## src/rtl/axi_addr_arbiter_rr_if.sv

```systemverilog
// Address-channel bundle between N upstream masters and one slave-side AR/AW channel.
// Latency: none, signal container only.
// Backpressure: READY_M from the slave, fanned back out as per-master READY_IN.
//
// Ports (signals):
//   ID_IN/ADDR_IN/LEN_IN/SIZE_IN/BURST_IN/VALID_IN : per-master request fields, master i at slice i
//   READY_IN                                       : per-master READY back to the masters
//   ID_M/ADDR_M/LEN_M/SIZE_M/BURST_M/VALID_M       : forwarded request, ID_M = {tag, ID}
//   READY_M                                        : slave READY
// Modports: slave = arbiter view, master = request-side driver (bench / upstream fabric).
interface axi_addr_arbiter_rr_if #(
  parameter int NUM_MASTERS = 4,
  parameter int ID_BITS     = 4,
  parameter int MID_BITS    = 4,
  parameter int ADDR_BITS   = 32,
  parameter int LEN_BITS    = 4,
  parameter int SIZE_BITS   = 3
);
  logic [NUM_MASTERS*ID_BITS-1:0]   ID_IN;
  logic [NUM_MASTERS*ADDR_BITS-1:0] ADDR_IN;
  logic [NUM_MASTERS*LEN_BITS-1:0]  LEN_IN;
  logic [NUM_MASTERS*SIZE_BITS-1:0] SIZE_IN;
  logic [NUM_MASTERS*2-1:0]         BURST_IN;
  logic [NUM_MASTERS-1:0]           VALID_IN;
  logic [NUM_MASTERS-1:0]           READY_IN;

  logic [MID_BITS+ID_BITS-1:0]      ID_M;
  logic [ADDR_BITS-1:0]             ADDR_M;
  logic [LEN_BITS-1:0]              LEN_M;
  logic [SIZE_BITS-1:0]             SIZE_M;
  logic [1:0]                       BURST_M;
  logic                             VALID_M;
  logic                             READY_M;

  modport slave (
    input  ID_IN, ADDR_IN, LEN_IN, SIZE_IN, BURST_IN, VALID_IN, READY_M,
    output READY_IN, ID_M, ADDR_M, LEN_M, SIZE_M, BURST_M, VALID_M
  );

  modport master (
    output ID_IN, ADDR_IN, LEN_IN, SIZE_IN, BURST_IN, VALID_IN, READY_M,
    input  READY_IN, ID_M, ADDR_M, LEN_M, SIZE_M, BURST_M, VALID_M
  );
endinterface

```

## src/rtl/axi_addr_arbiter_rr.sv

```systemverilog
// N-master AXI address-channel arbiter, round-robin (MODE=0) or fixed priority (MODE=1).
// Latency: zero-cycle forwarding when idle; one empty cycle after a transfer that had to lock.
// Backpressure: grant locked from first VALID until READY_M handshake; READY_IN only to the granted master.
//
// Ports:
//   clk, rst  : clock, synchronous active-high reset
//   bus       : axi_addr_arbiter_rr_if.slave, master requests in / forwarded request out
//   grant_idx : currently selected master, 0 when nothing is selected
module axi_addr_arbiter_rr #(
  parameter int NUM_MASTERS = 4,
  parameter int ID_BITS     = 4,
  parameter int MID_BITS    = 4,
  parameter int ADDR_BITS   = 32,
  parameter int LEN_BITS    = 4,
  parameter int SIZE_BITS   = 3,
  parameter int MODE        = 0
) (
  input  logic                           clk,
  input  logic                           rst,
  axi_addr_arbiter_rr_if.slave           bus,
  output logic [$clog2(NUM_MASTERS)-1:0] grant_idx
);

  localparam int IDX_W = $clog2(NUM_MASTERS);

  localparam logic [0:0] ST_IDLE   = 1'b0;
  localparam logic [0:0] ST_LOCKED = 1'b1;

  logic [0:0]       state_q;
  logic [IDX_W-1:0] lock_idx_q;
  logic [IDX_W-1:0] rr_ptr_q;
  // Set for the single cycle after a locked transfer completes; nothing is
  // granted in that cycle and arbitration resumes on the next one.
  logic             gap_q;

  logic [IDX_W-1:0]    win_idx;
  logic                win_found;
  logic [IDX_W-1:0]    sel_idx;
  logic                sel_vld;
  logic [MID_BITS-1:0] tag;

  function automatic logic [IDX_W-1:0] next_idx(input logic [IDX_W-1:0] i);
    return (i == IDX_W'(NUM_MASTERS - 1)) ? '0 : i + IDX_W'(1);
  endfunction

  // Winner search. Round-robin walks rr_ptr, rr_ptr+1, ... with wrap;
  // fixed priority walks from index 0, so rr_ptr is simply ignored.
  always_comb begin
    logic [IDX_W:0] cand;
    cand      = '0;
    win_idx   = '0;
    win_found = 1'b0;
    for (int k = 0; k < NUM_MASTERS; k++) begin
      if (MODE == 1) begin
        cand = (IDX_W+1)'(k);
      end else begin
        cand = {1'b0, rr_ptr_q} + (IDX_W+1)'(k);
        if (cand >= (IDX_W+1)'(NUM_MASTERS)) begin
          cand = cand - (IDX_W+1)'(NUM_MASTERS);
        end
      end
      if (!win_found && bus.VALID_IN[cand[IDX_W-1:0]]) begin
        win_found = 1'b1;
        win_idx   = cand[IDX_W-1:0];
      end
    end
  end

  // A locked grant never re-arbitrates; if its master drops VALID the
  // cycle simply carries nothing.
  always_comb begin
    sel_idx = '0;
    sel_vld = 1'b0;
    if (state_q == ST_LOCKED) begin
      sel_idx = lock_idx_q;
      sel_vld = bus.VALID_IN[lock_idx_q];
    end else if (!gap_q) begin
      sel_idx = win_idx;
      sel_vld = win_found;
    end
  end

  // Tag is index+1 so tag 0 is reserved for "nothing selected".
  assign tag = MID_BITS'(sel_idx) + MID_BITS'(1);

  always_comb begin
    bus.READY_IN = '0;
    bus.ID_M     = '0;
    bus.ADDR_M   = '0;
    bus.LEN_M    = '0;
    bus.SIZE_M   = '0;
    bus.BURST_M  = '0;
    bus.VALID_M  = 1'b0;
    grant_idx    = '0;
    if (sel_vld) begin
      grant_idx             = sel_idx;
      bus.ID_M              = {tag, bus.ID_IN[int'(sel_idx)*ID_BITS +: ID_BITS]};
      bus.ADDR_M            = bus.ADDR_IN[int'(sel_idx)*ADDR_BITS +: ADDR_BITS];
      bus.LEN_M             = bus.LEN_IN[int'(sel_idx)*LEN_BITS +: LEN_BITS];
      bus.SIZE_M            = bus.SIZE_IN[int'(sel_idx)*SIZE_BITS +: SIZE_BITS];
      bus.BURST_M           = bus.BURST_IN[int'(sel_idx)*2 +: 2];
      bus.VALID_M           = 1'b1;
      bus.READY_IN[sel_idx] = bus.READY_M;
    end
  end

  always_ff @(posedge clk) begin
    if (rst) begin
      state_q    <= ST_IDLE;
      lock_idx_q <= '0;
      rr_ptr_q   <= '0;
      gap_q      <= 1'b0;
    end else begin
      gap_q <= 1'b0;
      if (state_q == ST_LOCKED) begin
        if (!bus.VALID_IN[lock_idx_q]) begin
          // Request withdrawn mid-lock: release without moving the pointer.
          state_q <= ST_IDLE;
        end else if (bus.READY_M) begin
          state_q  <= ST_IDLE;
          rr_ptr_q <= next_idx(lock_idx_q);
          gap_q    <= 1'b1;
        end
      end else if (sel_vld) begin
        if (bus.READY_M) begin
          rr_ptr_q <= next_idx(sel_idx);
        end else begin
          state_q    <= ST_LOCKED;
          lock_idx_q <= sel_idx;
        end
      end
    end
  end

endmodule

```

## src/flat_wrapper.sv

```systemverilog
// flat-port wrapper written by rule: the top's interface ports become plain ports
module axi_addr_arbiter_rr_flat 
#(
  parameter int NUM_MASTERS = 4,
  parameter int ID_BITS     = 4,
  parameter int MID_BITS    = 4,
  parameter int ADDR_BITS   = 32,
  parameter int LEN_BITS    = 4,
  parameter int SIZE_BITS   = 3,
  parameter int MODE        = 0
)
  (clk, rst, grant_idx, bus_ID_IN, bus_ADDR_IN, bus_LEN_IN, bus_SIZE_IN, bus_BURST_IN, bus_VALID_IN, bus_READY_M, bus_READY_IN, bus_ID_M, bus_ADDR_M, bus_LEN_M, bus_SIZE_M, bus_BURST_M, bus_VALID_M);
  axi_addr_arbiter_rr_if #(.NUM_MASTERS(NUM_MASTERS), .ID_BITS(ID_BITS), .MID_BITS(MID_BITS), .ADDR_BITS(ADDR_BITS), .LEN_BITS(LEN_BITS), .SIZE_BITS(SIZE_BITS)) bus_i ();
  input  logic clk;
  input  logic rst;
  output logic [$clog2(NUM_MASTERS)-1:0] grant_idx;
  input wire logic [$bits(bus_i.ID_IN)-1:0] bus_ID_IN;
  input wire logic [$bits(bus_i.ADDR_IN)-1:0] bus_ADDR_IN;
  input wire logic [$bits(bus_i.LEN_IN)-1:0] bus_LEN_IN;
  input wire logic [$bits(bus_i.SIZE_IN)-1:0] bus_SIZE_IN;
  input wire logic [$bits(bus_i.BURST_IN)-1:0] bus_BURST_IN;
  input wire logic [$bits(bus_i.VALID_IN)-1:0] bus_VALID_IN;
  input wire logic [$bits(bus_i.READY_M)-1:0] bus_READY_M;
  output wire logic [$bits(bus_i.READY_IN)-1:0] bus_READY_IN;
  output wire logic [$bits(bus_i.ID_M)-1:0] bus_ID_M;
  output wire logic [$bits(bus_i.ADDR_M)-1:0] bus_ADDR_M;
  output wire logic [$bits(bus_i.LEN_M)-1:0] bus_LEN_M;
  output wire logic [$bits(bus_i.SIZE_M)-1:0] bus_SIZE_M;
  output wire logic [$bits(bus_i.BURST_M)-1:0] bus_BURST_M;
  output wire logic [$bits(bus_i.VALID_M)-1:0] bus_VALID_M;
  assign bus_i.ID_IN = bus_ID_IN;
  assign bus_i.ADDR_IN = bus_ADDR_IN;
  assign bus_i.LEN_IN = bus_LEN_IN;
  assign bus_i.SIZE_IN = bus_SIZE_IN;
  assign bus_i.BURST_IN = bus_BURST_IN;
  assign bus_i.VALID_IN = bus_VALID_IN;
  assign bus_i.READY_M = bus_READY_M;
  assign bus_READY_IN = bus_i.READY_IN;
  assign bus_ID_M = bus_i.ID_M;
  assign bus_ADDR_M = bus_i.ADDR_M;
  assign bus_LEN_M = bus_i.LEN_M;
  assign bus_SIZE_M = bus_i.SIZE_M;
  assign bus_BURST_M = bus_i.BURST_M;
  assign bus_VALID_M = bus_i.VALID_M;
  axi_addr_arbiter_rr #(.NUM_MASTERS(NUM_MASTERS), .ID_BITS(ID_BITS), .MID_BITS(MID_BITS), .ADDR_BITS(ADDR_BITS), .LEN_BITS(LEN_BITS), .SIZE_BITS(SIZE_BITS), .MODE(MODE)) u_core (.clk(clk), .rst(rst), .bus(bus_i), .grant_idx(grant_idx));
endmodule
```

## config.mk

```make
export PLATFORM = sky130hd
export DESIGN_NAME = axi_addr_arbiter_rr_flat
export DESIGN_NICKNAME = d
export VERILOG_FILES = /design/src/rtl/axi_addr_arbiter_rr_if.sv /design/src/rtl/axi_addr_arbiter_rr.sv /design/src/flat_wrapper.sv
export SDC_FILE = /design/constraint.sdc
export NUM_CORES = 1
export LEC_CHECK = 0
export BUFFER_PORTS_ARGS = -buffer_cell sky130_fd_sc_hd__buf_2
export CAP_MARGIN = 20
export CELL_PAD_IN_SITES_DETAIL_PLACEMENT = 2
export CELL_PAD_IN_SITES_GLOBAL_PLACEMENT = 2
export CORE_MARGIN = 3
export CORE_UTILIZATION = 17
export DETAILED_ROUTE_END_ITERATION = 12
export PLACE_DENSITY = 0.85
export SLEW_MARGIN = 20
export SYNTH_ARGS = -nofsm -noshare
export SYNTH_HDL_FRONTEND = slang
export SYNTH_SLANG_ARGS = --single-unit
```

## constraint.sdc

```tcl
create_clock -name clk -period 3.4 [get_ports clk]
set_input_delay 0.68 -clock clk [delete_from_list [all_inputs] [get_ports clk]]
set_output_delay 0.68 -clock clk [all_outputs]
set_load 0.05 [all_outputs]
```

# After elaboration in Yosys (flattened, before gate mapping)
# Cells that the tools add are included.
[totals] register_bits=6 latch_bits=0 mem_bits_rw=0 rom_bits=0 input_bits=187 output_inout_bits=56 wordCells=97 mem_count=0
[op_classes] n_addsub=10 mul=1 div_mod_pow=0 n_lt_le_gt_ge=11 n_eq_ne=3 shift=5 n_mux=48 bitwise=4 reduce_logical=11
[op_table] op="variable part select 128 x 8 -> 32 bit" n=1
[op_table] op="2-to-1 mux 2 bit" n=19
[op_table] op="2-to-1 mux 32 bit" n=1
[op_table] op="variable part select 12 x 32 -> 3 bit" n=1
[op_table] op="variable part select 16 x 5 -> 4 bit" n=2
[op_table] op="< comparator 2 x 3 -> 1 bit (second input constant)" n=6
[op_table] op="2-to-1 mux 1 bit" n=18
[op_table] op="binary-select mux 1 bit (select 2 bit)" n=5
[op_table] op=">= comparator 3 bit (second input constant)" n=3
[op_table] op="2-to-1 mux 4 bit" n=2
[op_table] op="2-to-1 mux 8 bit" n=1
[op_table] op="variable part select 8 x 4 -> 2 bit" n=1
[op_table] op="subtractor 2 x 1 -> 2 bit (second input constant)" n=4
[op_table] op="adder 2 x 1 -> 3 bit (second input constant)" n=2
[op_table] op="adder 2 x 2 -> 3 bit (second input constant)" n=2
[op_table] op="AND reduction 3 bit" n=2
[op_table] op="adder 2 x 1 -> 2 bit (second input constant)" n=2
[op_table] op="AND 4 bit" n=1
[op_table] op="equality test 2 bit (second input constant)" n=2
[op_table] op="logical AND 1 bit" n=4
[op_table] op="multiplier 2 x 2 -> 4 bit (second input constant)" n=1
[op_table] op=">= comparator 2 x 3 -> 1 bit (second input constant)" n=1
[op_table] op="zero test 1 bit" n=3
[op_table] op="2-to-1 mux 3 bit" n=1
[op_table] op="6 further kinds" n=8

# Logic depth before layout (Yosys ltp)
[depth] depth_word=22 mapped_depth=11

# Worst setup path before layout
# Ideal clock, no wire load.
[synth_path] path_type="input -> output" startpoint="input bus_VALID_IN[0]" endpoint="output bus_ADDR_M[10]" t_arrival_ps=2961 required_ps=2720 slack_ps=-241 cell_stages=7 path_buffers=2 path_cell_list="nand2b_1 > a221oi_2 > o211ai_4 > and2_4 > buf_6 > clkbuf_1 > a311oi_1"
[synth_between] elab_chain_cells=16 word_cells_on_any_way=30 classes_between="shift: 1; mux: 23; reduce/logical: 6"
[synth_rtl] item="from (decl)" line_no="flat_wrapper.sv:22" source="input wire logic [$bits(bus_i.VALID_IN)-1:0] bus_VALID_IN;"
[synth_rtl] item="binary-select mux 1 bit (select 2 bit)" line_no="axi_addr_arbiter_rr.sv:62" source="if (!win_found && bus.VALID_IN[cand[IDX_W-1:0]]) begin"
[synth_rtl] item="2-to-1 mux 1 bit (implied by the code)" line_no="axi_addr_arbiter_rr.sv:62"
[synth_rtl] item="2-to-1 mux 1 bit" line_no="axi_addr_arbiter_rr.sv:62"
[synth_rtl] item="zero test 1 bit" line_no="axi_addr_arbiter_rr.sv:62"
[synth_rtl] item="logical AND 1 bit" line_no="axi_addr_arbiter_rr.sv:62"
[synth_rtl] item="2-to-1 mux 1 bit" line_no="axi_addr_arbiter_rr.sv:62"
[synth_rtl] item="zero test 1 bit" line_no="axi_addr_arbiter_rr.sv:62"
[synth_rtl] item="logical AND 1 bit" line_no="axi_addr_arbiter_rr.sv:62"
[synth_rtl] item="2-to-1 mux 1 bit" line_no="axi_addr_arbiter_rr.sv:62"
[synth_rtl] item="zero test 1 bit" line_no="axi_addr_arbiter_rr.sv:62"
[synth_rtl] item="logical AND 1 bit" line_no="axi_addr_arbiter_rr.sv:62"
[synth_rtl] item="2-to-1 mux 2 bit" line_no="axi_addr_arbiter_rr.sv:62"
[synth_rtl] item="2-to-1 mux 2 bit" line_no="axi_addr_arbiter_rr.sv:77" source="end else if (!gap_q) begin"
[synth_rtl] item="2-to-1 mux 2 bit" line_no="axi_addr_arbiter_rr.sv:74" source="if (state_q == ST_LOCKED) begin"
[synth_rtl] item="variable part select 128 x 8 -> 32 bit" line_no="axi_addr_arbiter_rr.sv:98" source="bus.ADDR_M = bus.ADDR_IN[int'(sel_idx)*ADDR_BITS +: ADDR_BITS];"
[synth_rtl] item="2-to-1 mux 32 bit *" line_no="axi_addr_arbiter_rr.sv:95" source="if (sel_vld) begin"
[synth_rtl] item="to (decl)" line_no="flat_wrapper.sv:26" source="output wire logic [$bits(bus_i.ADDR_M)-1:0] bus_ADDR_M;"
# Every way passes the cells marked *; elsewhere a longest branch is shown, timed or not. The select of a mux whose other input is x is not followed.

# Final worst setup path
[layout_path] startpoint="input bus_VALID_IN[3]" endpoint="output bus_ADDR_M[21]"
# The elaborated chain is that of the path after synthesis.

==> flow_metrics.tcl <==
set metrics [dict create \
    outcome "finished clean" \
    syn-num-nets 586 \
    synth_seq_cells 6 \
    timing.setup.tns_ns 0 \
    cts_buffers 3 \
    ys_types 39 \
    num_rows 45 \
    dpl_cell_area_um2 4180 \
    r2r.worst_path.cells 8 \
    vias 4243 \
    power_density_nw_per_um2 420 \
    p_seq_share_pct 5.0 \
    hold_path.class "register to register" \
    nets 801 \
    whs_ns 0.576 \
    power.share.clock_pct 10.8 \
    synthArstFlopShare_pct 0 \
    critPathSlowestCell "a311oi_4" \
    drive_above_1_share_pct 51.9 \
    final_cell_mix "buf_2 (239), nand2_1 (92), a311oi_1 (65), inv_1 (46), a221oi_1 (45)" \
    drc_errors 0 \
    setup_viol 0 \
    synthCells 394 \
    p_sw_share_pct 61.2 \
    io_pins 243 \
    dieArea_um2 17200 \
    r2r_start "u_core.rr_ptr_q[1]$_SDFFE_PP0P_" \
    fin_ws_ns 0.114 \
    ant_nets 0 \
    core_um2 15300 \
    startpoint "bus_VALID_IN[3]" \
    design_power_total_mw 1.80 \
    netlist_area_um2 2660 \
    grt_pass1_vias 4555 \
    p_sw_mw 1.10 \
    clkTransAtPathRegs_ns 0.03 \
    dp.final_hpwl_um 12900 \
    design_area_um2 4300 \
    path_delay_family "compound AO/OA/AOI/OAI gates" \
    critPathBufInv 5 \
    fin_util_pct 28.2 \
    cp.depth 9 \
    wl_um 16300 \
    yosysWarnings 0 \
    max_stage_delay_ns 0.38 \
    pre_cts_ws_ns 0.0864 \
    vdd_drop_max_uv 152 \
    clock_path_buffers 2 \
    synth_seq_area_share_pct 4.52 \
    wl_per_cell_um 19.9 \
    critPathLaunchType "input pin" \
    vias_per_cell 5.19 \
    internal_power_mw 0.700 \
    endpoint "bus_ADDR_M[21]" \
    h-tree-depth 1 \
    overflow 0 \
    cp_cell_sequence "buf_2, inv_2, a311oi_4, a31oi_4, inv_2, buf_12, a221oi_1, a311oi_2, buf_2" \
    antenna_found_initial 0 \
    grt_usage_pct 17.2 \
    dp_cells 811 \
    grt_pass1_wl_um 24100 \
    rrSetupSlack_ns 1.32 \
    fillers 1840 \
    synth_flop_cell "dfxtp_1" \
    insertion_delay_ns 0.23 \
    cts-root-buf "clkbuf_16" \
    die_y_um 131 \
    cp-end-kind "output pin" \
    die_x_um 131 \
    p_leak_nw 2.15 \
    postCtsHoldBufs 0 \
    period_minus_slack_ns 3.29 \
    reg2reg_to "u_core.rr_ptr_q[1]$_SDFFE_PP0P_" \
    critical_path_class "input pin to output pin" \
    crit_fanout 48 \
    post_synth.cell_area_avg_um2 6.75 \
    hp-start "u_core.rr_ptr_q[0]$_SDFFE_PP0P_" \
    syn_to_final_growth_pct 61.5 \
    fin_cells 818 \
    finalClockSkew_ns 0.000807 \
    initial_core_util_pct 17.4 \
    portBuffers 241 \
    clkSinkCount 6 \
    rsz0062_at_grt "no" \
    finalCritPeriodShare_pct 96.6 \
    arrival_ns 2.61 \
    hold_viol 0 \
    crit_required_ns 2.72 \
    comb_power_share_pct 84.2 \
    grt_max_degree 49 \
    final_common_cell "buf_2" \
    cts_tree "done" \
    gp_congestion 0.806 \
    drt_iter0_drc 117 \
    drt_pass1_iterations 4 \
    cap_violations 0 \
    clock.fmax_mhz 304 \
    synth_edf_count 0 \
    drv_slew 0 \
    antenna_cells 0 \
]
cell usage after synthesis (4+ instances only):
master | count | share of area [%]
nand2_1 | 93 | 13
a311oi_1 | 80 | 26
inv_1 | 46 | 6.5
a221oi_1 | 45 | 15
buf_2 | 28 | 5.3
clkbuf_1 | 21 | 3.0
a311oi_2 | 11 | 6.2
nor2_1 | 7 | 0.99
buf_6 | 6 | 2.5
dfxtp_1 | 6 | 4.5
ha_1 | 5 | 2.4
and3_1 | 4 | 0.94
inv_2 | 4 | 0.56
layer usage:
layer	up-vias	routed length [um]	track usage (%)
met5	-	0	0
met1	2059	6440	20.3
met3	26	1290	3.40
met2	197	8200	31.8
li1	1961	-	-
met4	0	357	4.17
worst min-delay path by stage:
stage / to / slack, ns / depth (start not counted)
6_report: u_core.rr_ptr_q[0]$_SDFFE_PP0P_ / 0.58 / 2
3_3_place_gp: u_core.rr_ptr_q[0]$_SDFFE_PP0P_ / 0.53 / 2
2_1_floorplan: u_core.lock_idx_q[0]$_SDFFE_PP0P_ / 0.49 / 2
3_5_place_dp: u_core.rr_ptr_q[0]$_SDFFE_PP0P_ / 0.57 / 2
4_1_cts: u_core.lock_idx_q[0]$_SDFFE_PP0P_ / 0.58 / 2
5_1_grt: u_core.lock_idx_q[0]$_SDFFE_PP0P_ / 0.62 / 2
cell families (layout without fill, tap and decap cells):
| kind of cell | Yosys count | in the layout | synth area share, % |
|---|---|---|---|
| buffers and inverters | 107 | 319 | 18.4 |
| adder cells (fa/ha/maj) | 5 | 5 | 2.35 |
| other | 1 | 1 | 0.141 |
| flip-flops | 6 | 6 | 4.52 |
| AND/OR/NAND/NOR | 122 | 123 | 20.3 |
| AO/OA/AOI/OAI | 150 | 150 | 52.7 |
| multiplexers | 3 | 3 | 1.60 |
registers in the layout, indices dropped and copies added, names as in the netlist:
name / count
u_core.rr_ptr_q: 2
u_core.lock_idx_q: 2
u_core.gap_q: 1
u_core.state_q: 1
cell type report:
class,instances,area [um2],area share (%)
clock buffer,3,75.1,1.75
inverter,50,188,4.37
multi-input combinational,282,2170,50.5
sequential,6,120,2.80
tap,211,264,6.14
timing repair buffer,266,1480,34.5
repair_timing:
item	4_1_cts	5_1_grt
hold endpoints to repair	0	0
resized for setup	0	3
buffers inserted	0	3
endpoints found under the setup margin	0	4
power by group through the flow:
stage / sequential, mW / clock (mW) / combinational, mW
detailed placement: 0.0906 / 0 / 1.51
floorplan: 0.0817 / 0 / 1.09
global placement: 0.0893 / 0 / 1.47
global route: 0.0908 / 0.202 / 1.62
CTS: 0.0897 / 0.197 / 1.51
finish: 0.0895 / 0.195 / 1.52
worst min-delay path: stages (launching register included):
cell,delay [ns]
dfxtp_1,0.36
nand2b_1,0.10
a21oi_1,0.06
Note: power is estimated with default switching activity, not from simulation.
